===== config.mk =====
export PLATFORM = sky130hd
export DESIGN_NAME = hazard_ctrl_flat
export DESIGN_NICKNAME = d
export VERILOG_FILES = /design/src/rtl/hazard_ctrl_pkg.sv /design/src/rtl/hazard_ctrl_if.sv /design/src/rtl/hazard_sb_stage.sv /design/src/rtl/hazard_ctrl.sv /design/src/flat_wrapper.sv
export SDC_FILE = /design/constraint.sdc
export NUM_CORES = 1
export LEC_CHECK = 0
export BUFFER_PORTS_ARGS = -buffer_cell sky130_fd_sc_hd__buf_2
export CAP_MARGIN = 20
export CORE_UTILIZATION = 50
export CTS_CLUSTER_SIZE = 20
export DETAILED_ROUTE_END_ITERATION = 10
export MAX_ROUTING_LAYER = met4
export PLACE_DENSITY = 0.73
export SETUP_SLACK_MARGIN = 0.15
export SLEW_MARGIN = 20
export SYNTH_ARGS = -nofsm -noshare
export SYNTH_HDL_FRONTEND = slang
export SYNTH_SLANG_ARGS = --single-unit

===== constraint.sdc =====
create_clock -name clk -period 3.3 [get_ports clk]
set_input_delay 0.33 -clock clk [delete_from_list [all_inputs] [get_ports clk]]
set_output_delay 0.33 -clock clk [all_outputs]
set_load 0.05 [all_outputs]

===== src/rtl/hazard_ctrl_pkg.sv =====
// Shared encodings and the scoreboard entry type for the MIPS hazard controller.
package mips_hazard_pkg;

  localparam int TNEW_BITS = 2;

  typedef logic [TNEW_BITS-1:0] tnew_t;
  typedef logic [1:0]           tuse_t;
  typedef logic [1:0]           fwd_t;

  localparam tuse_t TUSE_0    = 2'd0;
  localparam tuse_t TUSE_1    = 2'd1;
  localparam tuse_t TUSE_2    = 2'd2;
  localparam tuse_t TUSE_NONE = 2'd3;

  localparam tnew_t TNEW_JAL  = 2'd0;
  localparam tnew_t TNEW_ALU  = 2'd1;
  localparam tnew_t TNEW_LOAD = 2'd2;

  // D-stage selects use GRF/E/M; E-stage selects use reg/M/W, where M sits at 1.
  localparam fwd_t FWD_GRF  = 2'd0;
  localparam fwd_t FWD_E    = 2'd1;
  localparam fwd_t FWD_M    = 2'd2;
  localparam fwd_t FWD_W    = 2'd2;
  localparam fwd_t FWD_EX_M = 2'd1;

  typedef struct packed {
    logic       valid;
    logic [4:0] waddr;
    tnew_t      tnew;
    logic [4:0] rs;
    logic [4:0] rt;
  } sb_entry_t;

  function automatic logic writes_reg(sb_entry_t e, logic [4:0] r);
    return e.valid && (e.waddr == r) && (r != 5'd0);
  endfunction

  function automatic tnew_t tnew_dec(tnew_t t);
    return (t == '0) ? '0 : t - tnew_t'(1);
  endfunction

endpackage


===== src/rtl/hazard_ctrl_if.sv =====
// Decode-side bundle: instruction register fields and Tuse/Tnew in, stall and forwarding selects out.
interface hazard_ctrl_if #(
  parameter int TNEW_W = 2,
  parameter int CNT_W  = 32
);
  logic [4:0]        D_rs;
  logic [4:0]        D_rt;
  logic [1:0]        Rs_Tuse;
  logic [1:0]        Rt_Tuse;
  logic [4:0]        D_RegWreg;
  logic              D_Regwrite;
  logic [TNEW_W-1:0] D_Tnew;

  logic              stall;
  logic              E_clear;
  logic [1:0]        D_fwd_rs;
  logic [1:0]        D_fwd_rt;
  logic [1:0]        E_fwd_rs;
  logic [1:0]        E_fwd_rt;
  logic              M_fwd_rt;
  logic [CNT_W-1:0]  stall_cnt;

  modport master (
    output D_rs, D_rt, Rs_Tuse, Rt_Tuse, D_RegWreg, D_Regwrite, D_Tnew,
    input  stall, E_clear, D_fwd_rs, D_fwd_rt, E_fwd_rs, E_fwd_rt, M_fwd_rt, stall_cnt
  );

  modport slave (
    input  D_rs, D_rt, Rs_Tuse, Rt_Tuse, D_RegWreg, D_Regwrite, D_Tnew,
    output stall, E_clear, D_fwd_rs, D_fwd_rt, E_fwd_rs, E_fwd_rt, M_fwd_rt, stall_cnt
  );
endinterface


===== src/rtl/hazard_sb_stage.sv =====
// One scoreboard pipeline register: async clear, bubble insertion, optional saturating tnew decrement.
module hazard_sb_stage
  import mips_hazard_pkg::*;
(
  input  logic      clk,
  input  logic      reset,
  input  logic      bubble,
  input  logic      dec,
  input  sb_entry_t d,
  output sb_entry_t q
);

  always_ff @(posedge clk or posedge reset) begin
    if (reset) begin
      q <= '0;
    end else if (bubble) begin
      q <= '0;
    end else begin
      q <= d;
      if (dec) q.tnew <= tnew_dec(d.tnew);
    end
  end

endmodule


===== src/rtl/hazard_ctrl.sv =====
// Stall/forward decision for the five-stage core, driven by an E/M/W register-write scoreboard.
module hazard_ctrl
  import mips_hazard_pkg::*;
#(
  parameter int TNEW_W = 2,
  parameter int CNT_W  = 32
) (
  input logic         clk,
  input logic         reset,
  hazard_ctrl_if.slave hz
);

  sb_entry_t d_entry;
  sb_entry_t e_q;
  sb_entry_t m_q;
  sb_entry_t w_q;
  logic      stall;
  logic      stall_rs;
  logic      stall_rt;
  logic [CNT_W-1:0] cnt;

  function automatic logic stage_blocks(sb_entry_t e, logic [4:0] r, tuse_t tuse);
    return (tuse != TUSE_NONE) && writes_reg(e, r) && (e.tnew > tuse);
  endfunction

  function automatic fwd_t d_sel(sb_entry_t e, sb_entry_t m, logic [4:0] r);
    if (writes_reg(e, r) && e.tnew == '0) return FWD_E;
    else if (writes_reg(m, r) && m.tnew == '0) return FWD_M;
    else return FWD_GRF;
  endfunction

  function automatic fwd_t e_sel(sb_entry_t m, sb_entry_t w, logic [4:0] r);
    if (writes_reg(m, r) && m.tnew == '0) return FWD_EX_M;
    else if (writes_reg(w, r)) return FWD_W;
    else return FWD_GRF;
  endfunction

  always_comb begin
    d_entry       = '0;
    d_entry.valid = hz.D_Regwrite;
    d_entry.waddr = hz.D_RegWreg;
    d_entry.tnew  = tnew_t'(hz.D_Tnew);
    d_entry.rs    = hz.D_rs;
    d_entry.rt    = hz.D_rt;
  end

  // E takes a bubble on stall; only the E->M hop ages tnew.
  hazard_sb_stage u_sb_e (
    .clk    (clk),
    .reset  (reset),
    .bubble (stall),
    .dec    (1'b0),
    .d      (d_entry),
    .q      (e_q)
  );

  hazard_sb_stage u_sb_m (
    .clk    (clk),
    .reset  (reset),
    .bubble (1'b0),
    .dec    (1'b1),
    .d      (e_q),
    .q      (m_q)
  );

  hazard_sb_stage u_sb_w (
    .clk    (clk),
    .reset  (reset),
    .bubble (1'b0),
    .dec    (1'b0),
    .d      (m_q),
    .q      (w_q)
  );

  always_comb begin
    stall_rs = stage_blocks(e_q, hz.D_rs, hz.Rs_Tuse) ||
               stage_blocks(m_q, hz.D_rs, hz.Rs_Tuse);
    stall_rt = stage_blocks(e_q, hz.D_rt, hz.Rt_Tuse) ||
               stage_blocks(m_q, hz.D_rt, hz.Rt_Tuse);
    stall    = stall_rs || stall_rt;
  end

  always_comb begin
    hz.stall    = stall;
    hz.E_clear  = stall;
    hz.D_fwd_rs = stall ? FWD_GRF : d_sel(e_q, m_q, hz.D_rs);
    hz.D_fwd_rt = stall ? FWD_GRF : d_sel(e_q, m_q, hz.D_rt);
    hz.E_fwd_rs = e_sel(m_q, w_q, e_q.rs);
    hz.E_fwd_rt = e_sel(m_q, w_q, e_q.rt);
    hz.M_fwd_rt = writes_reg(w_q, m_q.rt);
    hz.stall_cnt = cnt;
  end

  always_ff @(posedge clk or posedge reset) begin
    if (reset) begin
      cnt <= '0;
    end else if (stall && (cnt != '1)) begin
      cnt <= cnt + CNT_W'(1);
    end
  end

endmodule

===== src/flat_wrapper.sv =====
// flat-port wrapper written by rule: the top's interface ports become plain ports
module hazard_ctrl_flat import mips_hazard_pkg::*;
#(
  parameter int TNEW_W = 2,
  parameter int CNT_W  = 32
)
  (clk, reset, hz_D_rs, hz_D_rt, hz_Rs_Tuse, hz_Rt_Tuse, hz_D_RegWreg, hz_D_Regwrite, hz_D_Tnew, hz_stall, hz_E_clear, hz_D_fwd_rs, hz_D_fwd_rt, hz_E_fwd_rs, hz_E_fwd_rt, hz_M_fwd_rt, hz_stall_cnt);
  hazard_ctrl_if #(.TNEW_W(TNEW_W), .CNT_W(CNT_W)) hz_i ();
  input logic clk;
  input logic reset;
  input wire logic [$bits(hz_i.D_rs)-1:0] hz_D_rs;
  input wire logic [$bits(hz_i.D_rt)-1:0] hz_D_rt;
  input wire logic [$bits(hz_i.Rs_Tuse)-1:0] hz_Rs_Tuse;
  input wire logic [$bits(hz_i.Rt_Tuse)-1:0] hz_Rt_Tuse;
  input wire logic [$bits(hz_i.D_RegWreg)-1:0] hz_D_RegWreg;
  input wire logic [$bits(hz_i.D_Regwrite)-1:0] hz_D_Regwrite;
  input wire logic [$bits(hz_i.D_Tnew)-1:0] hz_D_Tnew;
  output wire logic [$bits(hz_i.stall)-1:0] hz_stall;
  output wire logic [$bits(hz_i.E_clear)-1:0] hz_E_clear;
  output wire logic [$bits(hz_i.D_fwd_rs)-1:0] hz_D_fwd_rs;
  output wire logic [$bits(hz_i.D_fwd_rt)-1:0] hz_D_fwd_rt;
  output wire logic [$bits(hz_i.E_fwd_rs)-1:0] hz_E_fwd_rs;
  output wire logic [$bits(hz_i.E_fwd_rt)-1:0] hz_E_fwd_rt;
  output wire logic [$bits(hz_i.M_fwd_rt)-1:0] hz_M_fwd_rt;
  output wire logic [$bits(hz_i.stall_cnt)-1:0] hz_stall_cnt;
  assign hz_i.D_rs = hz_D_rs;
  assign hz_i.D_rt = hz_D_rt;
  assign hz_i.Rs_Tuse = hz_Rs_Tuse;
  assign hz_i.Rt_Tuse = hz_Rt_Tuse;
  assign hz_i.D_RegWreg = hz_D_RegWreg;
  assign hz_i.D_Regwrite = hz_D_Regwrite;
  assign hz_i.D_Tnew = hz_D_Tnew;
  assign hz_stall = hz_i.stall;
  assign hz_E_clear = hz_i.E_clear;
  assign hz_D_fwd_rs = hz_i.D_fwd_rs;
  assign hz_D_fwd_rt = hz_i.D_fwd_rt;
  assign hz_E_fwd_rs = hz_i.E_fwd_rs;
  assign hz_E_fwd_rt = hz_i.E_fwd_rt;
  assign hz_M_fwd_rt = hz_i.M_fwd_rt;
  assign hz_stall_cnt = hz_i.stall_cnt;
  hazard_ctrl #(.TNEW_W(TNEW_W), .CNT_W(CNT_W)) u_core (.clk(clk), .reset(reset), .hz(hz_i));
endmodule

# Word-level counts from Yosys, hierarchy flattened
# Index checks and enable logic that the tools add are counted.
dict set report word_totals {
  output_inout_bits 43
  register_bits 69
  elab_cells 85
}
dict set report classes {
  n_lt_le_gt_ge 4
  reduce_logical 43
  eq_ne 12
  mux 12
  n_addsub 2
}
# operator count
set ops {}
lappend ops {{equality test 5 bit} 9}
lappend ops {{logical AND 1 bit} 33}
lappend ops {{adder 32 x 1 -> 32 bit (second input constant)} 1}
lappend ops {{inequality test 32 bit (second input constant)} 1}
lappend ops {{nonzero test 5 bit} 5}
lappend ops {{two-way mux 2 bit} 11}
lappend ops {{two-way mux 18 bit} 1}
lappend ops {{> comparator 2 bit} 4}
lappend ops {{logical NOT 2 bit} 2}
lappend ops {{inequality test 2 bit (second input constant)} 2}
lappend ops {{logical OR 1 bit} 3}
lappend ops {{subtractor 2 x 1 -> 2 bit (second input constant)} 1}

# Depth between registers and ports, before layout
dict set report logic_depth {
  depth_word 8
  ltp_mapped 10
}

# Cells and area by module
# From an unflattened synthesis, not the netlist that was laid out.
dict set report unflattened {
  cells_unflattened 408
  area_unflattened_um2 4419.2
}
# module instances area_each_um2 cells_per_inst
set by_module_without_submodules {}
lappend by_module_without_submodules {hazard_ctrl 1 2570.0 285}
lappend by_module_without_submodules {{hazard_sb_stage at u_core.u_sb_m ...} 2 619.3 41}
lappend by_module_without_submodules {{hazard_sb_stage at u_core.u_sb_e} 1 610.6 41}

# Worst setup path after synthesis
# Ideal clock, no wire load.
dict set report synth_path {
  kind {in2out}
  from {input hz_D_rt[1]}
  to {output hz_D_fwd_rs[1]}
  setup_slack_ns 0.020
  arrival_time_ns 2.950
  stages 7
  path_cell_list {or4_1 nor2_1 nor4_1 nor4_4 buf_4 nand2_1 nor3b_1}
}
dict set report synth_between {
  elab_chain_cells 8
}
# item line_no
set synth_lines {}
lappend synth_lines {{start: declaration} flat_wrapper.sv:12} ;# input wire logic [$bits(hz_i.D_rt)-1:0] hz_D_rt;
lappend synth_lines {{equality test 5 bit} hazard_ctrl_pkg.sv:35} ;# return e.valid && (e.waddr == r) && (r != 5'd0);
lappend synth_lines {{logical AND 1 bit (2 in a row)} hazard_ctrl_pkg.sv:35}
lappend synth_lines {{logical AND 1 bit (2 in a row)} hazard_ctrl.sv:23} ;# return (tuse != TUSE_NONE) && writes_reg(e, r) && (e.tnew > tuse);
lappend synth_lines {{logical OR 1 bit (*)} hazard_ctrl.sv:78} ;# stall_rt = stage_blocks(e_q, hz.D_rt, hz.Rt_Tuse) ||
lappend synth_lines {{logical OR 1 bit (*)} hazard_ctrl.sv:80} ;# stall = stall_rs || stall_rt;
lappend synth_lines {{two-way mux 2 bit (*)} hazard_ctrl.sv:86} ;# hz.D_fwd_rs = stall ? FWD_GRF : d_sel(e_q, m_q, hz.D_rs);
lappend synth_lines {{end: declaration} flat_wrapper.sv:20} ;# output wire logic [$bits(hz_i.D_fwd_rs)-1:0] hz_D_fwd_rs;
# Mark *: on every way between the ends. The rest lies on a longest branch, timed or not.

# Worst setup path after layout
dict set report layout_path {
  from {register u_core.u_sb_m.q[11] (netlist name)}
  to {output hz_D_fwd_rt[0]}
}
dict set report layout_between {
  elab_chain_cells 5
}
# item line_no
set layout_lines {}
lappend layout_lines {{start: declaration} hazard_sb_stage.sv:10} ;# output sb_entry_t q
lappend layout_lines {{> comparator 2 bit} hazard_ctrl.sv:23}
lappend layout_lines {{logical AND 1 bit} hazard_ctrl.sv:23}
lappend layout_lines {{logical OR 1 bit, on equally long branches} {hazard_ctrl.sv:76, hazard_ctrl.sv:78}}
lappend layout_lines {{logical OR 1 bit (*)} hazard_ctrl.sv:80}
lappend layout_lines {{two-way mux 2 bit (*)} hazard_ctrl.sv:87} ;# hz.D_fwd_rt = stall ? FWD_GRF : d_sel(e_q, m_q, hz.D_rt);
lappend layout_lines {{end: declaration} flat_wrapper.sv:21} ;# output wire logic [$bits(hz_i.D_fwd_rt)-1:0] hz_D_fwd_rt;
# Marked as above.

==> results.md <==
- Status: complete, no violations
- Peak VDD IR: around 0.00028 V
- Worst-path fanout max: 6
- Simple-gate portion of the synthesized area: 0.243
- Worst-margin pin slew: 0.686 ns
- Synth Area in Compound Gates: 0.0198
- Clk Latency, worst-skew pair: 0.35 ns
- Avg Cell Area, Syn: 10.5 um2
- Row cnt: 30
- Count leader, synth: dfrtp_1
- Number of global-route vias before repair: around 2600
- Routed wire length: 7.34 mm
- Crit share post-route: 0.872
- Die ar.: 0.00741 mm2
- Final Net Count: 436
- Placer Congestion: around 0.92
- Synth warnings: 0
- DR iter-0 viols: 133
- Reg2reg start: u_core.hz.stall_cnt[16]
- Effective utilization at floorplan: 0.518
- Cts hold-fix bufs: 0
- Post-CTS Setup Bufs: 0
- Top_reg_cell synth: dfrtp_1
- Fin area: 0.00418 mm2
- DIE WIDTH: around 86 um
- Fmax: 347 MHz
- Vias/cell: 5.24
- Setup TNS: 0 ns
- Synth Cell Area: 0.00354 mm2
- Critical path type: flip-flop to output pin
- RR Endpoint: u_core.hz.stall_cnt[19]
- Post-layout min period: 2.88 ns
- Syn Nets: 369
- Fin. Hold Viols: 0
- Data required, critical path: 2.97 ns
- Fillers: 598
- GR Overflow Total: 0
- Reg area: 0.00173 mm2
- Setup Viol. Count Final: 0
- Initial antenna violation count: 0
- CTS tree: built
- Max Cap Viol: 0
- Worst setup SP type: flip-flop
- Flop-to-flop setup slack: about 0.83 ns
- DRT Pass-1 Iters: 4
- Post-synth top cells: dfrtp_1, xnor2_1, xor2_1
- CTS buffer count: 9
- Global-route usage over all layers: 0.226
- Number of diodes: 0
- Adder-Cell Fraction of Synth Area: 0.0318
- Io pins: 67
- Crit path max-delay family: simple AND/OR/NAND/NOR gates
- Hold Crit Class: input pin to asynchronous set/reset pin
- Mux cell area share after synthesis: 0.00318
- DP HPWL: around 5.3 mm
- Crit path arrival time: 2.55 ns
- Layout cells sized above 1: 0.225
- Max-slew headroom: 0.543
- Htree depth: 3
- Unique masters post-synth: 29
- Seq cells post-synth: 69
- Routed Antenna Nets: 0
- Clk pin slew, worst setup/hold paths: 0.08 ns
- Post-synthesis xor/xnor area fraction: 0.186
- Largest family of logic cells by synthesized area: simple AND/OR/NAND/NOR gates
- Post-cts sizing count: 0
- Pwr dens: roughly 450 mW/mm2
- Average wire per standard cell: 14.6 um
- Maximum clock insertion buffer count: 2
- P&R area growth vs syn: 18.3%
- Area of the multi-input gates: 0.00173 mm2
- Reg2reg path depth: 6
- Sequential fraction of the synthesis area: 0.488
- DP Area: 0.00397 mm2
- Via count: 2642
- Leak: a little over 2 nW
- I/O Buffers: 66
- Cell taking the most area after synthesis: dfrtp_1
- Worst Path Buf+Inv: 2
- Slowest-stage cell, CP: dfrtp_1
- Synth top area share: 0.488
- FFs w/ async S/R, synth: 1.00
- Type of element capturing the critical path: output pin
- First-pass GRT wire length: 12.4 mm
- Post-synth EDFFs: 0
- Gate Count Post-Synth: 336
- CTS root buf: clkbuf_8
- Largest net degree at the start of global routing: 48
- Final Slew Violations: 0
- Final Skew: 0.0135 ns
- Crit-path cells: ha_1, nor2b_1, o21ai_0, nor4_1, nor4_4, buf_4, and2_1, buf_2
- Sink Count: 69
- # DRC: 0
- Synth top area cells: dfrtp_1, xnor2_1, xor2_1
- Max incr delay on CP: 0.43 ns
- Die Height: 86.1 um
- Core area: 0.00683 mm2
- RSZ-0062 raised after global routing: no
metrics by stage:
step                cells  utilization  power, W  hold WS, ns  setup WS, ns
global placement      487        0.580   0.00119        0.385         0.591
CTS                   503        0.611   0.00191      0.00472         0.252
global route          504        0.612   0.00197       0.0392         0.278
floorplan             336            -   0.00112        0.352         0.218
detailed placement    487        0.580   0.00120        0.387         0.520
finish                504        0.612   0.00188      0.00554         0.421
sequential cells by signal, summed over array words and instances, names as in the netlist:
name,flops
u_core.hz.stall_cnt,32
u_core.u_sb_w.q,6
u_core.u_sb_e.q,18
u_core.u_sb_m.q,13
worst max-delay path by stage:
stage	depth (start not counted)	startpoint	to	slack, ns
after global placement	8	hz_D_rt[1]	hz_D_fwd_rs[1]	0.59
after global routing	8	u_core.u_sb_m.q[11]	hz_D_fwd_rs[1]	0.28
after floorplan	4	u_core.u_sb_e.q[1]	hz_E_fwd_rt[1]	0.22
after detailed placement	8	hz_D_rt[1]	hz_D_fwd_rs[1]	0.52
after CTS	8	u_core.u_sb_e.q[11]	hz_D_fwd_rs[1]	0.25
final	8	u_core.u_sb_m.q[11]	hz_D_fwd_rt[0]	0.42
per-layer routing:
layer,part of all wire,global-route usage,vias to the layer above
met5,0,-,-
met4,0.016,0.0939,0
met3,0.042,0.0472,14
met2,0.46,0.344,59
met1,0.48,0.294,1270
li1,-,-,1299
worst register-to-register path, cell delays in order (launching register included):
cell and delay, ns:
dfrtp_1 0.43, nand4_1 0.14, nor3_1 0.52, and4_1 0.73
nand2b_1 0.28, nor4b_1 0.09, xor2_1 0.15
area by class of cell:
type	count	share of cell area
Sequential cell	69	0.413
Clock buffer	11	0.0362
Clock inverter	5	0.0141
Tap cell	96	0.0287
Timing Repair Buffer	70	0.0891
Inverter	7	0.00628
Multi-Input combinational cell	246	0.413
report_power, final:
part / switching (W) / total, W / internal [W]
clock network: 0.000318 / 0.000707 / 0.000390
registers: 0.0000537 / 0.000939 / 0.000885
logic: 0.000141 / 0.000239 / 0.0000981
placed cells by master, fill, tap and decap left out, drive strengths merged:
cell type	Yosys	layout
mux2	1	1
nand2b	2	2
nand3	17	17
a22oi	4	4
ha	9	9
bufinv	0	1
nor4b	4	4
or4	5	5
clkinv	0	2
nor3b	3	3
and3	2	2
inv	7	7
o211ai	2	2
dfrtp	69	69
nand4	10	10
clkinvlp	0	2
a21oi	1	1
and2	21	21
nor4	19	19
nor2	11	11
clkbuf	8	11
and4	6	6
nor2b	6	6
o21ai	4	4
nor3	23	23
xor2	33	33
buf	6	70
nand2	21	21
xnor2	42	42
cells by family (layout without fill, tap and decap cells):
group,count (synthesis),in the layout
buf+inv,21,93
fa+ha+maj,9,9
mux,1,1
compound gates,11,11
xor+xnor,75,75
flops,69,69
simple gates,150,150
(Power assumes the default switching activity.)
